<file path="src/rtl/id_ex_hazard_pipe.sv">
// ID/EX pipeline register with load-use hazard detection, bubble insertion,
// branch-flush squashing and saturating stall/flush event counters.

typedef enum logic [1:0] {
  NO_WRITEBACK = 2'd0,
  WB_ALU       = 2'd1,
  WB_MEM       = 2'd2,
  WB_PC4       = 2'd3
} write_back_mux_selector;

localparam logic [6:0] OPCODE_LOAD   = 7'b0000011;
localparam logic [6:0] OPCODE_OPIMM  = 7'b0010011;
localparam logic [6:0] OPCODE_AUIPC  = 7'b0010111;
localparam logic [6:0] OPCODE_STORE  = 7'b0100011;
localparam logic [6:0] OPCODE_OP     = 7'b0110011;
localparam logic [6:0] OPCODE_LUI    = 7'b0110111;
localparam logic [6:0] OPCODE_BRANCH = 7'b1100011;
localparam logic [6:0] OPCODE_JALR   = 7'b1100111;
localparam logic [6:0] OPCODE_JAL    = 7'b1101111;

module id_ex_hazard_pipe #(
  parameter int DATA_W = 32,
  parameter int CNT_W  = 16
) (
  input  logic                   clk,
  input  logic                   reset,
  input  logic                   id_valid_ip,
  input  logic [6:0]             id_instr_opcode_ip,
  input  logic [4:0]             id_rs1_ip,
  input  logic [4:0]             id_rs2_ip,
  input  logic [4:0]             id_dest_ip,
  input  logic [DATA_W-1:0]      id_rs1_data_ip,
  input  logic [DATA_W-1:0]      id_rs2_data_ip,
  input  logic [DATA_W-1:0]      id_imm_ip,
  input  logic [DATA_W-1:0]      id_pc_ip,
  input  write_back_mux_selector id_wb_mux_ip,
  input  logic                   ex_flush_ip,
  input  logic                   mem_stall_ip,
  output logic                   ex_valid_op,
  output logic [6:0]             ex_instr_opcode_op,
  output logic [4:0]             ex_rs1_op,
  output logic [4:0]             ex_rs2_op,
  output logic [4:0]             ex_dest_op,
  output logic [DATA_W-1:0]      ex_rs1_data_op,
  output logic [DATA_W-1:0]      ex_rs2_data_op,
  output logic [DATA_W-1:0]      ex_imm_op,
  output logic [DATA_W-1:0]      ex_pc_op,
  output write_back_mux_selector ex_wb_mux_op,
  output logic                   pc_stall_op,
  output logic                   if_id_stall_op,
  output logic [CNT_W-1:0]       stall_count_op,
  output logic [CNT_W-1:0]       flush_count_op
);

  typedef struct packed {
    logic                   valid;
    logic [6:0]             opcode;
    logic [4:0]             rs1;
    logic [4:0]             rs2;
    logic [4:0]             dest;
    logic [DATA_W-1:0]      rs1_data;
    logic [DATA_W-1:0]      rs2_data;
    logic [DATA_W-1:0]      imm;
    logic [DATA_W-1:0]      pc;
    write_back_mux_selector wb_mux;
  } stage_t;

  function automatic stage_t bubble_f();
    stage_t b;
    b        = '0;
    b.wb_mux = NO_WRITEBACK;
    return b;
  endfunction

  function automatic logic [CNT_W-1:0] sat_inc(input logic [CNT_W-1:0] v);
    return (&v) ? v : v + CNT_W'(1);
  endfunction

  stage_t           stage_reg, stage_next, decode;
  logic [CNT_W-1:0] stall_cnt_reg, stall_cnt_next;
  logic [CNT_W-1:0] flush_cnt_reg, flush_cnt_next;
  logic             rs1_used, rs2_used, load_use;

  always_comb begin
    decode          = bubble_f();
    decode.valid    = 1'b1;
    decode.opcode   = id_instr_opcode_ip;
    decode.rs1      = id_rs1_ip;
    decode.rs2      = id_rs2_ip;
    decode.dest     = id_dest_ip;
    decode.rs1_data = id_rs1_data_ip;
    decode.rs2_data = id_rs2_data_ip;
    decode.imm      = id_imm_ip;
    decode.pc       = id_pc_ip;
    decode.wb_mux   = id_wb_mux_ip;
  end

  // Only register fields the decode opcode actually reads can create a hazard.
  always_comb begin
    rs1_used = 1'b0;
    rs2_used = 1'b0;
    case (id_instr_opcode_ip)
      OPCODE_OP, OPCODE_STORE, OPCODE_BRANCH: begin
        rs1_used = 1'b1;
        rs2_used = 1'b1;
      end
      OPCODE_OPIMM, OPCODE_LOAD, OPCODE_JALR: rs1_used = 1'b1;
      default: ;
    endcase
  end

  assign load_use = stage_reg.valid && (stage_reg.opcode == OPCODE_LOAD) &&
                    (stage_reg.dest != 5'd0) && id_valid_ip &&
                    ((rs1_used && (id_rs1_ip == stage_reg.dest)) ||
                     (rs2_used && (id_rs2_ip == stage_reg.dest)));

  // A flush discards the decode instruction upstream, so it never stalls.
  assign pc_stall_op    = mem_stall_ip | (load_use & ~ex_flush_ip);
  assign if_id_stall_op = pc_stall_op;

  always_comb begin
    stage_next     = stage_reg;
    stall_cnt_next = stall_cnt_reg;
    flush_cnt_next = flush_cnt_reg;
    if (mem_stall_ip) begin
      stage_next = stage_reg;
    end else if (ex_flush_ip) begin
      stage_next     = bubble_f();
      flush_cnt_next = sat_inc(flush_cnt_reg);
    end else if (load_use) begin
      stage_next     = bubble_f();
      stall_cnt_next = sat_inc(stall_cnt_reg);
    end else if (id_valid_ip) begin
      stage_next = decode;
    end else begin
      stage_next = bubble_f();
    end
  end

  always_ff @(posedge clk or negedge reset) begin
    if (!reset) begin
      stage_reg     <= bubble_f();
      stall_cnt_reg <= '0;
      flush_cnt_reg <= '0;
    end else begin
      stage_reg     <= stage_next;
      stall_cnt_reg <= stall_cnt_next;
      flush_cnt_reg <= flush_cnt_next;
    end
  end

  assign ex_valid_op        = stage_reg.valid;
  assign ex_instr_opcode_op = stage_reg.opcode;
  assign ex_rs1_op          = stage_reg.rs1;
  assign ex_rs2_op          = stage_reg.rs2;
  assign ex_dest_op         = stage_reg.dest;
  assign ex_rs1_data_op     = stage_reg.rs1_data;
  assign ex_rs2_data_op     = stage_reg.rs2_data;
  assign ex_imm_op          = stage_reg.imm;
  assign ex_pc_op           = stage_reg.pc;
  assign ex_wb_mux_op       = stage_reg.wb_mux;
  assign stall_count_op     = stall_cnt_reg;
  assign flush_count_op     = flush_cnt_reg;

endmodule

</file>
<file path="config.mk">
export PLATFORM = sky130hd
export DESIGN_NAME = id_ex_hazard_pipe
export DESIGN_NICKNAME = d
export VERILOG_FILES = /design/src/rtl/id_ex_hazard_pipe.sv
export SDC_FILE = /design/constraint.sdc
export NUM_CORES = 1
export LEC_CHECK = 0
export CORE_ASPECT_RATIO = 0.7
export CORE_MARGIN = 2
export CORE_UTILIZATION = 42
export CTS_BUF_LIST = sky130_fd_sc_hd__clkbuf_8
export DETAILED_ROUTE_END_ITERATION = 12
export PLACE_DENSITY = 0.91
export SLEW_MARGIN = 30
export SYNTH_ARGS = -nofsm -noshare
export SYNTH_HDL_FRONTEND = slang
export SYNTH_SLANG_ARGS = --single-unit
export TNS_END_PERCENT = 100
</file>
<file path="constraint.sdc">
create_clock -name clk -period 2.4 [get_ports clk]
set_clock_uncertainty 0.05 [all_clocks]
set_input_delay 0.48 -clock clk [delete_from_list [all_inputs] [get_ports clk]]
set_output_delay 0.48 -clock clk [all_outputs]
set_load 0.02 [all_outputs]
</file>
==> metrics <==
chip width=159 um; Max Slew Vio Count=0; first-pass GRT wire length=35,800 um; # IOs=344; sequential share of power=49.5%; DRT iter0 DRCs=467; Worst EP required=1870 ps; CP endpoint=if_id_stall_op; Clock power frac=29.5%; CTS root buf=clkbuf_8; Leakage=5.34 nW; Hold Slack=369 ps; Worst Hold Class=primary input to flop; DIE HEIGHT=113 um; IO Port Bufs=343; RSZ-0062 raised after global routing=true; sequential area share after synthesis=65.3%; VDD IR max=0.000449 V; fmax=378 MHz; die area=17,900 sq um; H-Tree Depth=4; failing checks=negative setup slack; Syn Inst Count=504; CP Capture Type=output pin; TNS Setup=-13,110 ps; # clock sinks=185; Startpoint Class=primary input; clock buffers created by TritonCTS=17; GP Congestion=0.898; vias=6,102; Core ar.=16,400 sq um; Avg Vias per Cell=5.36; Antenna Nets Post-Route=0; #FFs+latches synth=185; Total GRT Usage=25.8%; antenna violations before repair=2; worst flop-to-flop path endpoint=ex_rs2_data_op[17]; Cell variety after synth=32; worst endpoint data arrival time=2120 ps; relative slew slack=50.2%; Synth Warn #=0; net load switching power=1.95 mW; vias in the first global route=6,187; CTS tree=built; HPWL after DPL=16,700 um; max-cap viol count=0; Synth-to-Final Area Change=66.6%; status=finished, violations left; Max clock buf depth=2; hold depth=3; DRC viols=0; grt total ovfl=0; clk_lat worst skew=450 ps; wirelength, routed=23,900 um; setup violators final=140; post-route worst setup slack=-246 ps; final worst path period need=2650 ps; Slew @ Worst Pin=748 ps; layout cells sized above 1=12.7%; crit path from=id_instr_opcode_ip[6]; largest net degree at the start of global routing=71; CP Max Fanout=3; pwr dens=592 nW/um^2; Pint=5.04 mW; sw frac=27.9%; clk slew on worst S/H paths=90 ps; Hold Fails Final Rpt=0; combinational share of power=21.0%; post-DR wirelength/cell=21.0 um; Mapped Nets=663; DRT Pass-1 Iters=4; row count=39; crit path kind=primary input to output pin; initial core utilization=43.2%; r2r startpoint=ex_dest_op[3]; fin crit share=110%; Net count, final=1,059; reg2reg path depth=11; r2r setup slk=-150 ps; Mean Syn Cell Area=14.1 sq um; Mapped Area=7090 sq um
registers in the layout, summed over array words and instances, names as in the netlist:
name,count
ex_dest_op,5
ex_imm_op,32
ex_instr_opcode_op,7
ex_pc_op,32
ex_rs1_data_op,32
ex_rs1_op,5
ex_rs2_data_op,32
ex_rs2_op,5
ex_valid_op,1
ex_wb_mux_op,2
flush_count_op,16
stall_count_op,16
cells in the final DEF (no fill, tap or decap), drive strengths merged, types with 3 or more instances in the layout:
master and instances:
buf 66, xor2 23, nand4 11, nand2 10, a22o 152, clkdlybuf4s50 337
nor3 6, nand3 10, dfrtp 185, clkbuf 22, nor2 21, inv 12
and4 3, and3 3, clkinv 3, xnor2 17
worst min path at each step:
stage	endpoint	slack, ps	from
finish	ex_rs1_op[3]	370	id_rs1_ip[3]
floorplan	ex_dest_op[0]	130	reset
global route	ex_rs1_op[3]	340	id_rs1_ip[3]
global placement	ex_rs2_data_op[28]	420	reset
detailed placement	ex_rs2_data_op[25]	430	reset
CTS	ex_rs2_op[0]	440	id_rs2_ip[0]
synthesized netlist by cell type:
cell,instances,share of area [%]
buf_4,2,0.21
nand2b_1,2,0.18
nor4b_1,1,0.12
nor2_1,21,1.1
nor3_1,6,0.42
a21o_1,2,0.21
a41oi_2,1,0.23
and3_1,3,0.26
nor4b_2,1,0.21
dfrtp_1,185,65
a22o_1,152,19
clkbuf_1,17,0.90
o211ai_1,1,0.11
a311oi_1,1,0.12
o21ai_0,1,0.071
buf_8,8,1.7
or3_1,1,0.088
or4_1,1,0.11
mux2_2,2,0.32
nand4b_1,1,0.12
nand4_1,11,0.97
xnor2_1,17,2.1
ha_1,2,0.35
buf_2,9,0.64
inv_1,6,0.32
and4_1,3,0.37
a2111oi_0,2,0.25
nand2_1,10,0.53
xor2_1,23,2.8
o21a_4,1,0.21
nand3_1,10,0.71
nand3b_1,1,0.11
routing by layer:
layer	up-vias	part of all wire, %	global-route usage [%]
met4	0	2.6	11.6
met5	-	0	0
met1	3091	40	32.4
met2	292	50	43.0
met3	41	7.3	6.28
li1	2678	-	-
critical path, cell delays in order:
cell and delay, ps:
clkdlybuf4s50_1 570, inv_1 80, a2111oi_2 280, and4_1 270, o21a_4 140, a21o_1 160
buf_6 130
power by group through the flow:
| stage | clock network (mW) | registers (mW) | logic (mW) |
|---|---|---|---|
| 5_1_grt | 2.26 | 3.49 | 1.55 |
| 3_3_place_gp | 0 | 3.51 | 1.37 |
| 6_report | 2.07 | 3.46 | 1.47 |
| 3_5_place_dp | 0 | 3.51 | 1.40 |
| 2_1_floorplan | 0 | 3.73 | 0.301 |
| 4_1_cts | 2.10 | 3.46 | 1.44 |
kinds of logic after synthesis:
group	synth area share, %
flip-flops	65.3
AO/OA/AOI/OAI	20.0
AND/OR/NAND/NOR	5.31
buffers and inverters	3.76
XOR/XNOR	4.94
multiplexers	0.318
adder cells (fa/ha/maj)	0.353
metrics by stage:
| step | setup WS, ps | std cells | total power [mW] | util, % | area (sq um) |
|---|---|---|---|---|---|
| 2_1_floorplan | 68.2 | 504 | 4.03 | - | 7090 |
| 3_3_place_gp | -777 | 1080 | 4.88 | 67.0 | 11000 |
| 3_5_place_dp | -847 | 1080 | 4.91 | 67.0 | 11000 |
| 4_1_cts | -299 | 1123 | 7.00 | 70.7 | 11600 |
| 5_1_grt | -337 | 1138 | 7.29 | 72.0 | 11800 |
| 6_report | -246 | 1138 | 6.99 | 72.0 | 11800 |
layout make-up:
type	instances	area, sq um
Tap cell	225	282
Fill cell	1084	4590
Multi-Input combinational cell	277	2250
Timing Repair Buffer	413	4240
Inverter	6	22.5
Clock inverter	13	145
Sequential cell	185	4630
Antenna cell	2	5.00
Clock buffer	17	234
timing repair:
action	CTS	global route
gates cloned	4	4
hold endpoints to repair	54	0
resized for setup	20	14
endpoints found under the setup margin	113	148
buffers inserted	8	9
pin swaps	10	4
hold buffers	1	0
Note: power is estimated with default switching activity, not from simulation.
